## src/rtl/tinycpu_w_if.sv

```systemverilog
`default_nettype none
// ============================================================================
// tinycpu_w_if : req/ack external memory port of the tinycpu_w core
// Revision     : 1.0
// ============================================================================
interface tinycpu_w_if #(
  parameter int WIDTH = 8
) ();
  logic             req;
  logic             we;
  logic [WIDTH-1:0] addr;
  logic [WIDTH-1:0] wdata;
  logic [WIDTH-1:0] rdata;
  logic             ack;

  modport master (
    output req,
    output we,
    output addr,
    output wdata,
    input  rdata,
    input  ack
  );

  modport slave (
    input  req,
    input  we,
    input  addr,
    input  wdata,
    output rdata,
    output ack
  );
endinterface
`default_nettype wire

```

## src/rtl/tinycpu_w.sv

```systemverilog
`default_nettype none
// ============================================================================
// tinycpu_w : parametrised accumulator CPU (A/B/M/P) with carry and req/ack bus
// Revision  : 1.0
// ============================================================================
module tinycpu_w #(
  parameter int               WIDTH    = 8,
  parameter logic [WIDTH-1:0] RESET_PC = '0
) (
  input  logic        clk,
  input  logic        reset,
  tinycpu_w_if.master mem,
  output logic        flag_c,
  output logic        halted,
  output logic        retire
);

  typedef enum logic [1:0] {
    ST_FETCH = 2'd0,
    ST_EXEC  = 2'd1,
    ST_MEM   = 2'd2,
    ST_HALT  = 2'd3
  } state_t;

  typedef enum logic [3:0] {
    OP_AND  = 4'h0,
    OP_OR   = 4'h1,
    OP_INV  = 4'h2,
    OP_ADD  = 4'h3,
    OP_LDI  = 4'h4,
    OP_LDM  = 4'h5,
    OP_STM  = 4'h6,
    OP_SUBH = 4'h7,
    OP_SWAB = 4'h8,
    OP_SWMB = 4'h9,
    OP_CPPA = 4'hA,
    OP_CPAM = 4'hB,
    OP_JU   = 4'hC,
    OP_JE   = 4'hD,
    OP_JL   = 4'hE,
    OP_JG   = 4'hF
  } opcode_t;

  state_t           state_q, state_d;
  logic [WIDTH-1:0] a_q, a_d;
  logic [WIDTH-1:0] b_q, b_d;
  logic [WIDTH-1:0] m_q, m_d;
  logic [WIDTH-1:0] p_q, p_d;
  logic             c_q, c_d;
  logic [7:0]       instr_q, instr_d;

  opcode_t          op;
  logic [3:0]       imm;
  logic [WIDTH:0]   sum;
  logic             a_eq_b;
  logic             a_lt_b;
  logic             a_gt_b;
  logic             req;
  logic             we;
  logic [WIDTH-1:0] addr;
  logic             retire_raw;

  assign op     = opcode_t'(instr_q[7:4]);
  assign imm    = instr_q[3:0];
  assign sum    = {1'b0, a_q} + {1'b0, b_q};
  assign a_eq_b = (a_q == b_q);
  assign a_lt_b = (a_q < b_q);
  assign a_gt_b = (a_q > b_q);

  always_ff @(posedge clk or posedge reset) begin
    if (reset) begin
      state_q <= ST_FETCH;
      a_q     <= '0;
      b_q     <= '0;
      m_q     <= '0;
      p_q     <= RESET_PC;
      c_q     <= 1'b0;
      instr_q <= 8'h00;
    end else begin
      state_q <= state_d;
      a_q     <= a_d;
      b_q     <= b_d;
      m_q     <= m_d;
      p_q     <= p_d;
      c_q     <= c_d;
      instr_q <= instr_d;
    end
  end

  always_comb begin
    state_d    = state_q;
    a_d        = a_q;
    b_d        = b_q;
    m_d        = m_q;
    p_d        = p_q;
    c_d        = c_q;
    instr_d    = instr_q;
    req        = 1'b0;
    we         = 1'b0;
    addr       = p_q;
    retire_raw = 1'b0;

    case (state_q)
      ST_FETCH: begin
        req  = 1'b1;
        addr = p_q;
        if (mem.ack) begin
          instr_d = mem.rdata[7:0];
          p_d     = p_q + 1'b1;
          state_d = ST_EXEC;
        end
      end

      ST_EXEC: begin
        retire_raw = 1'b1;
        state_d    = ST_FETCH;
        case (op)
          OP_AND:  a_d = a_q & b_q;
          OP_OR:   a_d = a_q | b_q;
          OP_INV:  a_d = ~a_q;
          OP_ADD:  {c_d, a_d} = sum;
          OP_LDI:  a_d = {a_q[WIDTH-5:0], imm};
          OP_LDM, OP_STM: begin
            retire_raw = 1'b0;
            state_d    = ST_MEM;
          end
          OP_SUBH: begin
            // imm[3] selects HLT; imm[2:0] carry no meaning for this opcode
            if (imm[3]) begin
              state_d = ST_HALT;
            end else begin
              a_d = a_q - b_q;
              c_d = a_lt_b;
            end
          end
          OP_SWAB: begin
            a_d = b_q;
            b_d = a_q;
          end
          OP_SWMB: begin
            m_d = b_q;
            b_d = m_q;
          end
          OP_CPPA: a_d = p_q;
          OP_CPAM: m_d = a_q;
          OP_JU:   p_d = m_q;
          OP_JE:   if (a_eq_b) p_d = m_q;
          OP_JL:   if (a_lt_b) p_d = m_q;
          OP_JG:   if (a_gt_b) p_d = m_q;
          default: ;
        endcase
      end

      ST_MEM: begin
        req  = 1'b1;
        addr = m_q;
        we   = (op == OP_STM);
        if (mem.ack) begin
          if (op == OP_LDM) a_d = mem.rdata;
          retire_raw = 1'b1;
          state_d    = ST_FETCH;
        end
      end

      ST_HALT: ;

      default: state_d = ST_FETCH;
    endcase
  end

  // Gating with reset drops the bus request asynchronously, even mid-transaction.
  assign mem.req   = req & ~reset;
  assign mem.we    = we;
  assign mem.addr  = addr;
  assign mem.wdata = a_q;
  assign flag_c    = c_q;
  assign halted    = (state_q == ST_HALT);
  assign retire    = retire_raw & ~reset;

endmodule
`default_nettype wire

```

## src/flat_wrapper.sv

```systemverilog
// flat-port wrapper written by rule: the top's interface ports become plain ports
module tinycpu_w_flat 
#(
  parameter int               WIDTH    = 8,
  parameter logic [WIDTH-1:0] RESET_PC = '0
)
  (clk, reset, flag_c, halted, retire, mem_req, mem_we, mem_addr, mem_wdata, mem_rdata, mem_ack);
  tinycpu_w_if #(.WIDTH(WIDTH)) mem_i ();
  input  logic clk;
  input  logic reset;
  output logic flag_c;
  output logic halted;
  output logic retire;
  output wire logic [$bits(mem_i.req)-1:0] mem_req;
  output wire logic [$bits(mem_i.we)-1:0] mem_we;
  output wire logic [$bits(mem_i.addr)-1:0] mem_addr;
  output wire logic [$bits(mem_i.wdata)-1:0] mem_wdata;
  input wire logic [$bits(mem_i.rdata)-1:0] mem_rdata;
  input wire logic [$bits(mem_i.ack)-1:0] mem_ack;
  assign mem_req = mem_i.req;
  assign mem_we = mem_i.we;
  assign mem_addr = mem_i.addr;
  assign mem_wdata = mem_i.wdata;
  assign mem_i.rdata = mem_rdata;
  assign mem_i.ack = mem_ack;
  tinycpu_w #(.WIDTH(WIDTH), .RESET_PC(RESET_PC)) u_core (.clk(clk), .reset(reset), .mem(mem_i), .flag_c(flag_c), .halted(halted), .retire(retire));
endmodule
```

## config.mk

```make
export PLATFORM = sky130hd
export DESIGN_NAME = tinycpu_w_flat
export DESIGN_NICKNAME = d
export VERILOG_FILES = /design/src/rtl/tinycpu_w_if.sv /design/src/rtl/tinycpu_w.sv /design/src/flat_wrapper.sv
export SDC_FILE = /design/constraint.sdc
export NUM_CORES = 1
export LEC_CHECK = 0
export ABC_CLOCK_PERIOD_IN_PS = 2400
export CAP_MARGIN = 20
export CORE_ASPECT_RATIO = 0.75
export CORE_MARGIN = 5
export CORE_UTILIZATION = 54
export DETAILED_ROUTE_END_ITERATION = 6
export HOLD_SLACK_MARGIN = 0.12
export PLACE_DENSITY = 0.86
export SKIP_CTS_REPAIR_TIMING = 1
export SLEW_MARGIN = 10
export SYNTH_ARGS = -nofsm -noshare
export SYNTH_HDL_FRONTEND = slang
export SYNTH_SLANG_ARGS = --single-unit
```

## constraint.sdc

```tcl
create_clock -name clk -period 2.4 [get_ports clk]
set_clock_uncertainty 0.05 [all_clocks]
set_input_delay 0.48 -clock clk [delete_from_list [all_inputs] [get_ports clk]]
set_output_delay 0.48 -clock clk [all_outputs]
set_load 0.03 [all_outputs]
```

==> results.txt <==
Setup repair after global routing could not meet its margin everywhere. The number of synthesized flops with an enable pin is 0. The async set-reset flop share out of synthesis is 100%. The count of endpoints failing setup in the final report came out at 4. After detailed routing, the average wire length per cell comes to 21.3 um. The worst setup path category is flip-flop to flip-flop. The height of the die came out at 83.0 um. The checks that failed: negative setup slack. The largest net degree at the start of global routing came out at 23.

The number of buffers inserted by port buffering came out at 31. The global placer's final weighted congestion is 1.08. The effective utilization at floorplan is 55.9%. The library cells used most frequently in the layout, excluding fill and tap cells, are 86 x buf_4, 52 x nand2_1, 47 x o21ai_0, 35 x inv_1, 34 x dfrtp_1. The path category of the worst min-delay check is flip-flop to flip-flop. The average instance in the mapped netlist occupies between 8 and 9 um^2.

The first global-routing pass estimated 21.6 mm of wire. The maximum clock insertion buffer count is 2. The static leakage came out at about 2.2 nW. Max-cap violations in this run came to 0.

The CTS H-tree depth came out at 2. The library cell used most frequently in the layout, excluding fill and tap cells, is buf_4. During synthesis, Yosys emitted a total of 0 warnings. Compared with the post-synthesis result, the final layout area differs by 31.0%. The cell area that synthesis handed to floorplanning was 3840 um^2. The DRC violation count after routing came out at 0. The sequential fraction of the synthesis area is 28.0%.

STA classifies the critical path endpoint as a flip-flop. Timing would allow up to 401 MHz. The final number of max-transition violations came out at 0.

The via count of the first global-routing pass is 4,019. Data on the critical path is required at its endpoint by 2.55 ns. The total power per unit cell area is 1620 nW/um^2. For the pin with the worst max-slew slack, the measured transition is 0.704 ns. The length of the first detailed-routing pass in iterations came out at 6. The CTS clock-pin slew for the worst setup and hold paths came out at 0.10 ns. The number of register bits inferred by synthesis came out at 43. The number of standard-cell rows in the floorplan is 26. Global routing consumed, over all layers together, 30.6% of the routing resources. The fraction of layout instances using a drive strength above 1 came out at 28.0%. The worst path arrival time came out at 2.64 ns. The cell at the root of the clock tree is clkbuf_8. The area enclosed by the die boundary came out at about 8900 um^2.

STA classifies the critical path startpoint as a flip-flop. The highest fanout seen on the critical path came out at 7. The time the worst path needs with I/O delays and setup is between 2 and 2.5 ns. In this run, CTS created clock tree buffers numbering 5. The worst vdd rail ir drop came out at 1010 uV. The post-DP HPWL came out at roughly 10 mm. In the routed layout, each cell is associated on average with a via count of 6.50. The final layout net count came out at between 600 and 700. For this design, the sink count on the clock tree is 43. The area inside the core boundary is 6860 um^2. TritonCTS built the clock tree.

The flow ran to the end, but the final reports show violations. The I/O pin count is 32. The die is about 110 um wide.

The count of nets left with antenna violations after detail routing is 0. Fill cells in the final layout number roughly 530. The final wirelength came out at 14.0 mm. The number of hold violations in the final report is 0. For this run, the share of the core covered by cells in the final layout is 73.3%. In this run, distinct cell masters in the synthesized netlist total 72.

The worst slew margin relative to its limit is 53.1%. The detailed-route via count is approximately 4,300. The initial antenna violation count is 0. The number of cells produced by synthesis came out at 472.

The final cycle utilization of the critical path came out at 104%. After the first detailed-routing iteration, the DRC count stood at between 500 and 600. The residual overflow from global routing came out at 0. The post-synth net total came out at 514. The worst-case setup margin in the final layout came out at -0.0923 ns.

The source-to-sink clock delay at the later pin of the worst-skew pair is roughly 0.3 ns. Among all flip-flop cells after synthesis, the most frequent one is dfrtp_1. The diode insertion count for antenna repair came out at 0. The worst setup timing slack at the placement stage came out at -0.121 ns.
## through the flow
step	hold WS, ns	instance area, um^2	setup TNS, ns	instances	power, W
6_report	0.472	5030	-0.305	658	0.00816
5_1_grt	0.496	5030	-0.748	658	0.00866
4_1_cts	0.460	4790	-1.63	649	0.00747
3_5_place_dp	0.440	4710	-0.552	641	0.00697
3_3_place_gp	0.435	4710	-0.0893	641	0.00685
2_1_floorplan	0.400	3910	-1.09	472	0.00491
## final cells by class
cell class                      count  area (um^2)  area share (%)
Timing Repair Buffer              112          917            18.2
Tap cell                           98          123            2.44
Inverter                           39          146            2.91
Clock inverter                      2         12.5           0.249
Sequential cell                    43         1090            21.6
Clock buffer                        6         72.6            1.44
Multi-Input combinational cell    358         2670            53.1
## critical path, cell delays in order (launching register included)
cell and delay, ns:
dfrtp_1 0.43, ha_4 0.19, fa_2 0.39, o21bai_4 0.14, nand2_2 0.09, a211oi_4 0.31, or4_4 0.19, a31oi_4 0.15
buf_6 0.16, a221o_1 0.28
## registers in the layout (all words and copies together) (netlist names)
name,flops
u_core.state_q,2
u_core.flag_c,1
u_core.mem.wdata,8
u_core.instr_q,8
u_core.p_q,8
u_core.b_q,8
u_core.m_q,8
## synthesized netlist by cell type, types with 5 or more instances
master / number / area share, %
a31oi_1: 5 / 0.81
nand3_1: 15 / 2.0
inv_1: 38 / 3.7
nand2_1: 53 / 5.2
a221oi_1: 9 / 2.1
and3_1: 6 / 0.98
buf_2: 5 / 0.65
o21ai_0: 52 / 6.8
mux2_2: 13 / 3.8
a21oi_1: 23 / 3.0
ha_1: 29 / 9.4
nor3b_1: 5 / 0.98
dfrtp_1: 43 / 28
nor2b_1: 9 / 1.5
nor2_1: 21 / 2.1
o31ai_1: 5 / 0.98
nor3_1: 11 / 1.4
a21o_1: 6 / 1.2
o22ai_1: 17 / 2.8
clkbuf_1: 22 / 2.2
## where the power goes
| group | switching, W | leakage [nW] | internal [W] |
|---|---|---|---|
| Clock | 0.000284 | 0.0412 | 0.000204 |
| Sequential | 0.000370 | 0.538 | 0.00105 |
| Combinational | 0.00355 | 1.60 | 0.00271 |
| Total | 0.00420 | 2.18 | 0.00396 |
## logic make-up (layout without fill, tap and decap cells)
group                      Yosys count  after routing  synth area share (%)
and+or+nand+nor                    147            147                  19.9
buffers and inverters               71            159                  7.79
xor gates and xnor gates             2              2                 0.456
DFF                                 43             43                  28.0
muxes                               17             17                  4.86
adders and majority gates           31             31                  10.5
AOI/OAI and AO/OA                  161            161                  28.5
## path summary, 6_finish.rpt
kind                                    from                   to  slack, ns  cells after the start
setup / recovery               u_core.b_q[0]        u_core.p_q[5]      -0.09                      9
setup reg to reg               u_core.b_q[0]        u_core.p_q[5]      -0.09                      9
min in group asynchronous              reset    u_core.state_q[0]       0.56                      3
hold reg to reg            u_core.instr_q[0]    u_core.instr_q[0]       0.47                      2
hold / removal             u_core.instr_q[0]    u_core.instr_q[0]       0.47                      2
max in group asynchronous              reset  u_core.mem.wdata[3]       1.46                      3
## metal layers
layer / vias to the layer above / track usage [%] / wire length, um
li1: 1903 / - / -
met5: - / 0 / 0
met1: 2012 / 45.0 / 5770
met4: 0 / 9.52 / 405
met3: 53 / 8.84 / 1890
met2: 312 / 43.0 / 5930
Power figures use the tool's default switching activity.
